### config.mk
export PLATFORM = sky130hd
export DESIGN_NAME = vram_cmd_sequencer
export DESIGN_NICKNAME = d
export VERILOG_FILES = /design/src/rtl/vram_cmd_sequencer.sv
export SDC_FILE = /design/constraint.sdc
export NUM_CORES = 1
export LEC_CHECK = 0
export CAP_MARGIN = 5
export CORE_ASPECT_RATIO = 1.4
export CORE_MARGIN = 3
export CORE_UTILIZATION = 35
export CTS_CLUSTER_SIZE = 12
export DETAILED_ROUTE_END_ITERATION = 10
export PLACE_DENSITY = 0.6
export RECOVER_POWER = 25
export SLEW_MARGIN = 20
export SYNTH_ARGS = -nofsm -noshare
export SYNTH_HDL_FRONTEND = slang
export SYNTH_SLANG_ARGS = --single-unit
### constraint.sdc
create_clock -name i_clk -period 5.9 [get_ports i_clk]
set_input_delay 0.885 -clock i_clk [delete_from_list [all_inputs] [get_ports i_clk]]
set_output_delay 0.885 -clock i_clk [all_outputs]
set_load 0.05 [all_outputs]
### src/rtl/vram_cmd_sequencer.sv
// Queues decoded GPU instructions and sequences pixel writes into VRAM, yielding to scanout.
// Optional FILL opcode, counter and state are compiled in with `define VRAM_FILL_EN.
module vram_cmd_sequencer #(
  parameter int unsigned ADDR_W     = 15,
  parameter int unsigned FIFO_DEPTH = 4
) (
  input  logic              i_clk,
  input  logic              i_reset_n,
  input  logic [31:0]       i_instruction,
  input  logic              i_instruction_ready,
  input  logic              i_disp_req,
  output logic              o_busy,
  output logic              o_idle,
  output logic              o_overflow,
  output logic              o_illegal,
  output logic              o_mem_we,
  output logic [ADDR_W-1:0] o_mem_addr,
  output logic [7:0]        o_mem_data
);

  localparam int unsigned PTR_W = $clog2(FIFO_DEPTH);
  localparam int unsigned CNT_W = $clog2(FIFO_DEPTH + 1);

  localparam logic [3:0] OP_NOP   = 4'h0;
  localparam logic [3:0] OP_SET   = 4'h1;
  localparam logic [3:0] OP_WRITE = 4'h2;
`ifdef VRAM_FILL_EN
  localparam logic [3:0] OP_FILL  = 4'h3;

  typedef enum logic [1:0] {S_IDLE, S_DECODE, S_WRITE, S_FILL} state_t;
`else
  typedef enum logic [1:0] {S_IDLE, S_DECODE, S_WRITE} state_t;
`endif

  state_t             state, state_d;
  logic [31:0]        fifo_mem [FIFO_DEPTH];
  logic [PTR_W-1:0]   rd_ptr, wr_ptr;
  logic [CNT_W-1:0]   count;
  logic [31:0]        cmd, cmd_d;
  logic [ADDR_W-1:0]  addr, addr_d;
  logic [ADDR_W-1:0]  mem_addr_d;
  logic [7:0]         mem_data_d;
  logic               we_d, illegal_d;
  logic               push, pop, full;
`ifdef VRAM_FILL_EN
  logic [15:0]        remaining, remaining_d;
`endif

  // Only the opcode, count and pixel fields are consumed; the rest is ignored.
  logic unused_cmd_bits;
  assign unused_cmd_bits = ^cmd[27:8];

  assign full   = (count == CNT_W'(FIFO_DEPTH));
  assign push   = i_instruction_ready && !full;
  assign o_busy = full;
  assign o_idle = (state == S_IDLE) && (count == '0);

  // Instruction queue storage; no reset needed, validity tracked by count.
  always_ff @(posedge i_clk) begin
    if (push) fifo_mem[wr_ptr] <= i_instruction;
  end

  always_ff @(posedge i_clk or negedge i_reset_n) begin
    if (!i_reset_n) begin
      rd_ptr <= '0;
      wr_ptr <= '0;
      count  <= '0;
    end else begin
      if (push) wr_ptr <= wr_ptr + PTR_W'(1);
      if (pop)  rd_ptr <= rd_ptr + PTR_W'(1);
      if (push && !pop)      count <= count + CNT_W'(1);
      else if (!push && pop) count <= count - CNT_W'(1);
    end
  end

  // State and registered outputs.
  always_ff @(posedge i_clk or negedge i_reset_n) begin
    if (!i_reset_n) begin
      state      <= S_IDLE;
      cmd        <= '0;
      addr       <= '0;
      o_mem_we   <= 1'b0;
      o_mem_addr <= '0;
      o_mem_data <= '0;
      o_illegal  <= 1'b0;
      o_overflow <= 1'b0;
`ifdef VRAM_FILL_EN
      remaining  <= '0;
`endif
    end else begin
      state      <= state_d;
      cmd        <= cmd_d;
      addr       <= addr_d;
      o_mem_we   <= we_d;
      o_mem_addr <= mem_addr_d;
      o_mem_data <= mem_data_d;
      o_illegal  <= illegal_d;
      o_overflow <= i_instruction_ready && full;
`ifdef VRAM_FILL_EN
      remaining  <= remaining_d;
`endif
    end
  end

  always_comb begin
    state_d    = state;
    cmd_d      = cmd;
    addr_d     = addr;
    we_d       = 1'b0;
    mem_addr_d = o_mem_addr;
    mem_data_d = o_mem_data;
    illegal_d  = 1'b0;
    pop        = 1'b0;
`ifdef VRAM_FILL_EN
    remaining_d = remaining;
`endif
    case (state)
      S_IDLE: begin
        if (count != '0) begin
          pop     = 1'b1;
          cmd_d   = fifo_mem[rd_ptr];
          state_d = S_DECODE;
        end
      end
      S_DECODE: begin
        state_d = S_IDLE;
        case (cmd[31:28])
          OP_NOP:   ;
          OP_SET:   addr_d = cmd[ADDR_W-1:0];
          OP_WRITE: state_d = S_WRITE;
`ifdef VRAM_FILL_EN
          OP_FILL: begin
            remaining_d = cmd[23:8];
            state_d     = S_FILL;
          end
`endif
          default:  illegal_d = 1'b1;
        endcase
      end
      S_WRITE: begin
        if (!i_disp_req) begin
          we_d       = 1'b1;
          mem_addr_d = addr;
          mem_data_d = cmd[7:0];
          addr_d     = addr + ADDR_W'(1);
          state_d    = S_IDLE;
        end
      end
`ifdef VRAM_FILL_EN
      // One pixel per uncontended cycle; remaining counts pixels after this one.
      S_FILL: begin
        if (!i_disp_req) begin
          we_d       = 1'b1;
          mem_addr_d = addr;
          mem_data_d = cmd[7:0];
          addr_d     = addr + ADDR_W'(1);
          if (remaining == '0) state_d = S_IDLE;
          else                 remaining_d = remaining - 16'd1;
        end
      end
`endif
      default: state_d = S_IDLE;
    endcase
  end

endmodule

==> summary.txt <==
Outcome
  – Status: finished clean

CTS
  – Post CTS Setup Buffer Count: 0
  – Clk Latency, worst-skew pair: 0.42 ns
  – TritonCTS clock tree: done
  – Hold_buf cts: 0
  – Resized Gates After CTS: 0
  – H-tree levels: 4
  – TritonCTS buffer count: 17
  – CTS max path bufs: 2
  – Clock sinks: between 100 and 150
  – Root Buffer: clkbuf_16
  – Clock-pin slew on the worst setup and hold paths: about 0.06 ns

Setup path
  – Crit path kind: reg2out
  – Critical path endpoint category: primary output
  – CP arrival: between 2 and 2.5 ns
  – Critical Path Source Type: flip-flop
  – CP max FO: 4
  – Worst EP required: ~5 ns

Placement
  – # placed instances: 592
  – IO buf count: 50
  – Detailed Place HPWL: around 7000 µm
  – GPL Wtd Cong: 0.813
  – Dpl cell area: about 6600 µm²

Final layout
  – Commonest non-fill, non-tap cell in the layout: edfxtp_1
  – Final std cells w/o fill: 624
  – Area grow syn2layout: 20.7%
  – Design Area, Final: 7180 µm²
  – Fin nets: 455
  – Ant diodes: 0
  – Most frequent cells in the layout: edfxtp_1, dfrtp_1, clkdlybuf4s50_1
  – Share of layout cells above drive strength 1: 24.2%
  – Layout fillers: 1456

Detailed routing
  – Routed Wire Length: 10800 µm
  – Via Count: 3194
  – Iter 0 DRT Violations: 226
  – ANT nets after route: 0
  – DRC: 0
  – Pre-Repair DR Iteration Count: 4
  – Avg WL per Cell: about 17 µm
  – Vias per cell: 5.12

Floorplan
  – Die Ht: 160 µm
  – DIE AREA: about 19000 µm²
  – Ports: 64
  – Horiz. Die Dim: around 120 µm
  – Site row count: 55
  – CORE AREA: about 16000 µm²
  – Initial Util: 36.3%

STA
  – Min cycle time layout: 3.33 ns
  – Slew @ Worst Pin: 1.04 ns
  – # setup viols final: 0
  – Fmax: 0.300 GHz
  – Setup TNS: 0 ns
  – Max_slew headroom: 30.4%
  – Slew Viols, Final: 0
  – Final hold vios: 0
  – Max Clock Skew: 0.00981 ns
  – Fin Hold WS: 0.482 ns
  – RSZ-0062 raised after global routing: no
  – Final period utilization: a little under three fifths

Global routing
  – Grt ovf: 0
  – Pin count of the biggest net entering global routing: 70
  – Initial antenna violation count: 0
  – Number of global-route vias before repair: approximately 3400
  – First-pass GRT wire length: 17400 µm
  – Gr usage total: 12.3%

Yosys
  – Syn Inst Count: 358
  – Synthesized flop and latch total: roughly 150
  – Post-synth ARST share: 47.6%
  – Synthesized area: 5950 µm²
  – Seq/Total Area, Yosys: 67.4%
  – Post-synthesis cell type count: 44
  – Post-synth EDFFs: 76
  – Post-synthesis net count: 401
  – Total number of yosys warnings: 0
  – Main synth FF type: edfxtp_1
  – Avg Inst Size Synth: 16.6 µm²

Hold path
  – Hold Crit Class: reg2reg

Pwr
  – Lkg Pwr: 2.69 nW
  – Pwr/cell area: 572 nW/µm²
  – Maximum vdd drop: between 0.2 and 0.25 mV

Flow run
  – Max-cap violations: 0
[path summary, 6_finish.rpt]
check                                      from                         to  slack, ns  cells past startpoint
max                        count[0]$_DFFE_PN0P_                     o_idle       2.57                      3
min                        count[2]$_DFFE_PN0P_       count[2]$_DFFE_PN0P_       0.48                      1
max reg2reg                count[0]$_DFFE_PN0P_       count[2]$_DFFE_PN0P_       3.46                      9
min reg2reg                count[2]$_DFFE_PN0P_       count[2]$_DFFE_PN0P_       0.48                      1
max in group asynchronous             i_reset_n  o_mem_data[0]$_DFFE_PN0P_       4.65                      2
min in group asynchronous             i_reset_n  o_mem_data[6]$_DFFE_PN0P_       0.67                      2
[synth_stat cells, types with 3 or more instances]
cell | count | area, µm²
o22ai_1 | 7 | 43.8
o22a_1 | 3 | 26.3
mux4_2 | 19 | 428
ha_1 | 6 | 75.1
a21oi_1 | 19 | 95.1
edfxtp_1 | 76 | 2280
xnor2_1 | 4 | 35.0
nor2_1 | 6 | 22.5
mux2_2 | 26 | 293
dfrtp_1 | 69 | 1730
nand4_1 | 3 | 18.8
nor3_1 | 4 | 20.0
nand3_1 | 9 | 45.0
a31oi_1 | 3 | 18.8
o21ai_0 | 11 | 55.1
inv_1 | 6 | 22.5
buf_2 | 10 | 50.1
nand2_1 | 13 | 48.8
mux2_4 | 17 | 255
and2_1 | 7 | 43.8
and3_1 | 3 | 18.8
clkbuf_1 | 6 | 22.5
[critical path, stage by stage, from the launching register on]
cell	delay, ns
dfrtp_1	0.43
or3_1	0.47
nor3_1	0.28
clkdlybuf4s50_1	0.87
[sequential cells by signal, indices dropped and copies added, names as in the netlist]
| name | flops |
|---|---|
| o_mem_addr | 15 |
| rd_ptr | 2 |
| o_mem_we | 1 |
| wr_ptr | 2 |
| cmd | 19 |
| o_overflow | 1 |
| o_mem_data | 8 |
| fifo_mem | 76 |
| o_illegal | 1 |
| state | 2 |
| addr | 15 |
| count | 3 |
[logic make-up after synthesis]
kind of cell | share of synthesized area (%)
AO/OA/AOI/OAI | 5.58
XOR/XNOR | 0.884
adder cells (fa/ha/maj) | 1.60
buffers and inverters | 2.46
flip-flops | 67.4
multiplexers | 16.6
AND/OR/NAND/NOR | 5.47
[power breakdown]
part / switching, mW / internal (mW) / total (mW)
registers: 0.249 / 1.41 / 1.66
clock network: 0.415 / 0.608 / 1.02
logic: 0.745 / 0.677 / 1.42
total: 1.41 / 2.69 / 4.10
[cell type report]
cell class	count	area, µm²	share of cell area (%)
clock inverter	13	126	1.76
multi-input combinational	188	1790	25.0
timing repair buffer	54	526	7.32
clock buffer	19	453	6.31
tap	199	249	3.47
sequential	145	4010	55.9
inverter	6	22.5	0.314
[metrics by stage]
step	power (mW)	utilization, %	worst slack, ns
final	4.10	43.8	2.57
after global routing	4.33	43.8	2.44
after CTS	4.15	43.8	2.52
after detailed placement	3.12	40.3	2.75
after global placement	3.08	40.3	2.77
after floorplan	2.75	-	2.86
[per-layer routing]
metal  track usage (%)  part of all wire (%)  up-vias  wire (µm)
li1                  -                     -     1489          -
met1              14.4                    40     1594       4330
met2              20.6                    53       91       5730
met5                 0                     0        -          0
met3              3.41                   4.0       20        432
met4              5.80                   2.6        0        280
No activity file was read; power rests on OpenSTA's default activity.
